File: src/rtl/hazard_scoreboard_unit.sv
// hazard_scoreboard_unit: ID-stage stall controller with per-register countdown scoreboard
module hazard_scoreboard_unit #(
  parameter int REGW     = 5,
  parameter int LOAD_LAT = 1,
  parameter int MD_LAT   = 3,
  parameter int BR_EXTRA = 1,
  parameter int MD_OCC   = 4,
  parameter int CNTW     = 16
) (
  input  logic            clk,
  input  logic            reset,
  input  logic            id_valid,
  input  logic [REGW-1:0] id_rs,
  input  logic [REGW-1:0] id_rt,
  input  logic            id_uses_rs,
  input  logic            id_uses_rt,
  input  logic            id_is_branch,
  input  logic            id_regwrite,
  input  logic [REGW-1:0] id_dst,
  input  logic [1:0]      id_class,
  input  logic            pipe_freeze,
  output logic            pc_write,
  output logic            ifid_write,
  output logic            ctrl_sel,
  output logic [1:0]      stall_cause,
  output logic [CNTW-1:0] stall_count,
  output logic            sb_busy
);
  localparam int NREG = 2**REGW;
  localparam int CW   = $clog2(MD_LAT+BR_EXTRA+1) < 1 ? 1 : $clog2(MD_LAT+BR_EXTRA+1);
  localparam int MW   = MD_OCC > 1 ? $clog2(MD_OCC) : 1;
  logic [CW-1:0]   cnt_q [NREG];
  logic [CW-1:0]   cnt_d [NREG];
  logic [MW-1:0]   md_cnt_q, md_cnt_d;
  logic [CNTW-1:0] stall_count_q, stall_count_d;
  logic [CW-1:0]   tot_id;
  logic            src_rs, src_rt, raw_ex, raw_br, waw, strc, stall, issue, busy;
  always_comb begin
    tot_id = CW'((id_class == 2'b01 ? LOAD_LAT : id_class == 2'b10 ? MD_LAT : 0) + BR_EXTRA);
    src_rs = id_uses_rs && id_rs != '0;
    src_rt = id_uses_rt && id_rt != '0;
    raw_ex = id_valid && !id_is_branch &&
             ((src_rs && cnt_q[id_rs] > CW'(BR_EXTRA)) || (src_rt && cnt_q[id_rt] > CW'(BR_EXTRA)));
    raw_br = id_valid && id_is_branch &&
             ((src_rs && cnt_q[id_rs] != '0) || (src_rt && cnt_q[id_rt] != '0));
    waw    = id_valid && id_regwrite && id_dst != '0 && cnt_q[id_dst] > tot_id;
    strc   = id_valid && id_class == 2'b10 && md_cnt_q != '0;
    stall  = raw_ex || raw_br || waw || strc;
    issue  = id_valid && !stall && !pipe_freeze;
    busy   = md_cnt_q != '0;
    cnt_d[0] = '0;
    for (int i = 1; i < NREG; i++) begin
      busy = busy || cnt_q[i] != '0;
      cnt_d[i] = pipe_freeze ? cnt_q[i] :
                 (issue && id_regwrite && id_dst == REGW'(i)) ? tot_id :
                 cnt_q[i] - CW'(cnt_q[i] != '0);
    end
    md_cnt_d = pipe_freeze ? md_cnt_q :
               (issue && id_class == 2'b10) ? MW'(MD_OCC-1) :
               md_cnt_q - MW'(md_cnt_q != '0);
    stall_count_d = (stall && !(&stall_count_q)) ? stall_count_q + 1'b1 : stall_count_q;
  end
  always_ff @(posedge clk) begin
    if (reset) begin
      for (int i = 0; i < NREG; i++) cnt_q[i] <= '0;
      md_cnt_q      <= '0;
      stall_count_q <= '0;
    end else begin
      for (int i = 0; i < NREG; i++) cnt_q[i] <= cnt_d[i];
      md_cnt_q      <= md_cnt_d;
      stall_count_q <= stall_count_d;
    end
  end
  // Freeze stops PC/IFID but never injects a bubble; ID/EX holds on its own.
  assign pc_write    = reset || (!stall && !pipe_freeze);
  assign ifid_write  = pc_write;
  assign ctrl_sel    = reset || !stall;
  assign stall_cause = reset ? 2'b00 : strc ? 2'b11 : raw_br ? 2'b10 : (raw_ex || waw) ? 2'b01 : 2'b00;
  assign stall_count = reset ? '0 : stall_count_q;
  assign sb_busy     = busy;
endmodule

File: config.mk
export PLATFORM = sky130hd
export DESIGN_NAME = hazard_scoreboard_unit
export DESIGN_NICKNAME = d
export VERILOG_FILES = /design/src/rtl/hazard_scoreboard_unit.sv
export SDC_FILE = /design/constraint.sdc
export NUM_CORES = 1
export LEC_CHECK = 0
export ABC_AREA = 0
export BUFFER_PORTS_ARGS = -buffer_cell sky130_fd_sc_hd__buf_4
export CAP_MARGIN = 5
export CORE_AREA = 2 2 131 133
export CTS_CLUSTER_SIZE = 16
export DETAILED_ROUTE_END_ITERATION = 8
export DIE_AREA = 0 0 133 135
export GPL_TIMING_DRIVEN = 0
export PLACE_DENSITY = 0.85
export SLEW_MARGIN = 20
export SYNTH_ARGS = -nofsm -noshare
export SYNTH_HDL_FRONTEND = slang
export SYNTH_SLANG_ARGS = --single-unit
File: constraint.sdc
create_clock -name clk -period 12 [get_ports clk]
set_clock_uncertainty 0.2 [all_clocks]
set_input_delay 1.8 -clock clk [delete_from_list [all_inputs] [get_ports clk]]
set_output_delay 1.8 -clock clk [all_outputs]
set_load 0.05 [all_outputs]
==> run_results.csv <==
group,metric,value,unit
clock_network,clk_latency,380,ps
clock_network,cts_made_buffers,9,
floorplanning,die_area,18000,µm²
worst_setup_path,crit_path_start,"id_dst[1]",
timing,tightest_slew,1270,ps
run_status,run_status,"finished, final reports clean",
worst_hold_path,min_path_type,"reg -> reg",
global_route,grt-ovfl-total,0,
placement,gp_congestion,1.04,
logic_synthesis,ys_ff_latch,111,
worst_setup_path,worstSetupPathType,"in -> out",
clock_network,path_clk_slew,90,ps
timing,rsz0062_at_grt,"false",
timing,hold_viol,0,
timing,setup_violations,0,
logic_synthesis,synthCells,1158,
floorplanning,initial_utilization,59.1,%
clock_network,cts_setup_buffers,0,
placement,hpwlAfterDp,31.8,mm
clock_network,htreeDepth,3,
worst_setup_path,critical_path.max_fanout,10,
clock_network,postCtsHoldBufs,0,
clock_network,post_cts_resized,0,
logic_synthesis,syn_avg_cell_area,8.38,µm²
clock_network,cts_tree,"built",
timing,timing.final.crit_share,74.7,%
global_route,grt_pass1_wl,62.9,mm
clock_network,cts_root_buf,"clkbuf_16",
floorplanning,die_w,133,µm
worst_hold_path,min_from,"cnt_q[4][1]",
routing,drc,0,
cells_and_area,utilization,64.5,%
timing,final_max_slew_viol_count,0,
cells_and_area,final_cell_mix,"nand2_1 (135), dfxtp_1 (111), nor2_1 (77), inv_1 (74), ha_1 (68)",
worst_setup_path,rr_startpoint,"cnt_q[1][1]",
timing,max-slew-margin-rel,14.6,%
worst_setup_path,critical-path-top-delay-family,"buffers and inverters",
timing,period_minus_slack,8960,ps
logic_synthesis,synth_warnings,0,
floorplanning,die_h,135,µm
logic_synthesis,syn_area,9700,µm²
routing,drtPass1Iterations,9,
timing,max_freq,0.112,GHz
worst_setup_path,cpMostUsedCell,"buf_4",
pwr,p_leak,3.81,nW
cells_and_area,final_nets,1303,
logic_synthesis,synth_edf_count,0,
global_route,grt_pass1_vias,10100,
floorplanning,core_area,16400,µm²
pwr,p_per_area,203,nW/µm²
placement,numPortBuffers,41,
routing,vias_per_cell,7.51,
logic_synthesis,ys_seq_area_share,22.9,%
logic_synthesis,async_reset_ff_share,0,%
floorplanning,num_rows,47,
worst_setup_path,ff2ff_setup_slack,7030,ps
clock_network,clkSinkCount,111,
run,maxCapViolations,0,
cells_and_area,synthToLayoutAreaGrowth,9.05,%
cells_and_area,layout_commonest_cell,"nand2_1",
clock_network,cts_buffer_depth,2,
worst_setup_path,crit_path_end_kind,"primary output",
routing,wirelength,42.6,mm
logic_synthesis,synth.lib_cells_used.distinct,83,
worst_setup_path,critPathSlowestCell,"buf_1",
routing,ant_nets,0,
worst_setup_path,worstSetupStartpointType,"input port",
routing,drt_iter0_markers,1658,
floorplanning,io_pins,47,
global_route,globalRouteTotalUtil,47.6,%
cells_and_area,drive_above_1_share,14.2,%
worst_setup_path,path_cells,"buf_4 -> clkbuf_1 -> buf_1 -> mux2i_1 -> o22ai_1 -> mux4_2 -> a21oi_1 -> a21oi_1 -> ha_1 -> nor2b_1 -> o21a_1 -> o221a_2 -> a211o_1 -> buf_4 -> buf_2 -> o21ai_0 -> buf_4 -> buf_4",
global_route,antenna_found_initial,1,
worst_setup_path,crit_path_max_incr_delay,790,ps
routing,wl_per_cell,29.6,µm
pwr,peakVddDrop,0.124,mV
worst_setup_path,path_buf_inv,7,
worst_setup_path,arrival,6960,ps
timing,finalSetupTns,0,ps
logic_synthesis,syn_nets,1251,
routing,num_vias,10800,
worst_setup_path,crit_required,10000,ps
global_route,grt_max_degree,21,
logic_synthesis,synthFlopType,"dfxtp_1",
-- sequential cells by signal, summed over array words and instances, names as in the netlist --
name / flops
cnt_q: 93
md_cnt_q: 2
stall_count_q: 16
-- layout make-up --
type,count,area (µm²)
multi-input cells,874,6760
fillers,1471,5830
flip-flops and latches,111,2220
plain buffers,96,437
repair buffers,41,308
inverters,77,289
well taps,220,275
clock buffers,10,229
clock inverters,6,61.3
diodes,2,5.00
-- worst register-to-register path, delay by kind of cell, from the launching register on --
| kind | cells | cell delay, ps |
|---|---|---|
| flops | 1 | 410 |
| buf+inv | 2 | 370 |
| compound gates | 9 | 2230 |
| mux | 1 | 470 |
| simple gates | 2 | 850 |
| fa+ha+maj | 1 | 320 |
-- cells by family (layout without fill, tap and decap cells) --
kind of cell / after synthesis / after routing / share of synthesized area (%)
mux: 66 / 66 / 12.9
flops: 111 / 111 / 22.9
other cells: 0 / 2 / 0
fa+ha+maj: 68 / 68 / 8.77
simple gates: 444 / 444 / 24.0
compound gates: 296 / 296 / 24.0
buf+inv: 173 / 230 / 7.48
-- cell usage after synthesis (5+ instances only) --
master	number	share of area (%)
or3_1	13	0.84
nor2_1	77	3.0
ha_1	68	8.8
o21ai_1	7	0.36
inv_1	74	2.9
o211ai_1	18	1.4
buf_2	22	1.1
a22o_1	6	0.54
buf_4	7	0.54
nor4_1	14	0.90
a21oi_1	34	1.8
a21boi_0	9	0.70
a211o_1	17	1.5
a31o_2	6	0.54
nand4_1	7	0.45
nor3_1	34	1.8
o221ai_1	35	3.2
dfxtp_1	111	23
o2bb2ai_1	20	1.8
and3_1	15	0.97
nand2b_1	5	0.32
nor2b_1	29	1.9
clkbuf_1	55	2.1
a31oi_1	6	0.39
nor3b_1	33	2.6
a2111oi_0	9	0.81
nand3_1	27	1.4
a311oi_1	15	1.4
nand2_1	135	5.2
o22ai_1	11	0.71
o21ai_0	37	1.9
and4_1	5	0.45
nor4b_1	26	2.3
mux2_2	10	1.2
mux4_2	46	11
buf_1	9	0.35
mux2i_1	6	0.62
-- path summary, 6_finish.rpt --
path,cells past startpoint,endpoint
min reg2reg,2,cnt_q[4][1]
max,18,pc_write
min,2,cnt_q[4][1]
max reg2reg,15,cnt_q[10][0]
-- routing by layer --
layer,track usage [%],wire length (µm),vias to the layer above,part of all wire (%)
met5,0,0,-,0
met4,34.7,3860,0,9.1
met3,17.6,6210,271,15
met2,69.3,17400,933,41
met1,57.9,15100,5058,35
li1,-,-,4532,-
-- where the power goes --
group / switching [W] / internal, W / total (W)
clock: 0.000170 / 0.000147 / 0.000317
sequential: 0.000181 / 0.000485 / 0.000666
combinational: 0.000659 / 0.000511 / 0.00117
-- per-stage QoR --
step,instances,power (W),setup slack (ps),hold WS [ps],cell area (µm²)
3_3_place_gp,1419,0.00174,3190,268,10300
6_report,1437,0.00215,3040,291,10600
5_1_grt,1435,0.00227,3020,319,10600
2_1_floorplan,1158,0.00139,3270,249,9700
4_1_cts,1435,0.00208,3240,289,10600
3_5_place_dp,1419,0.00177,3230,277,10300
Power figures use the tool's default switching activity.
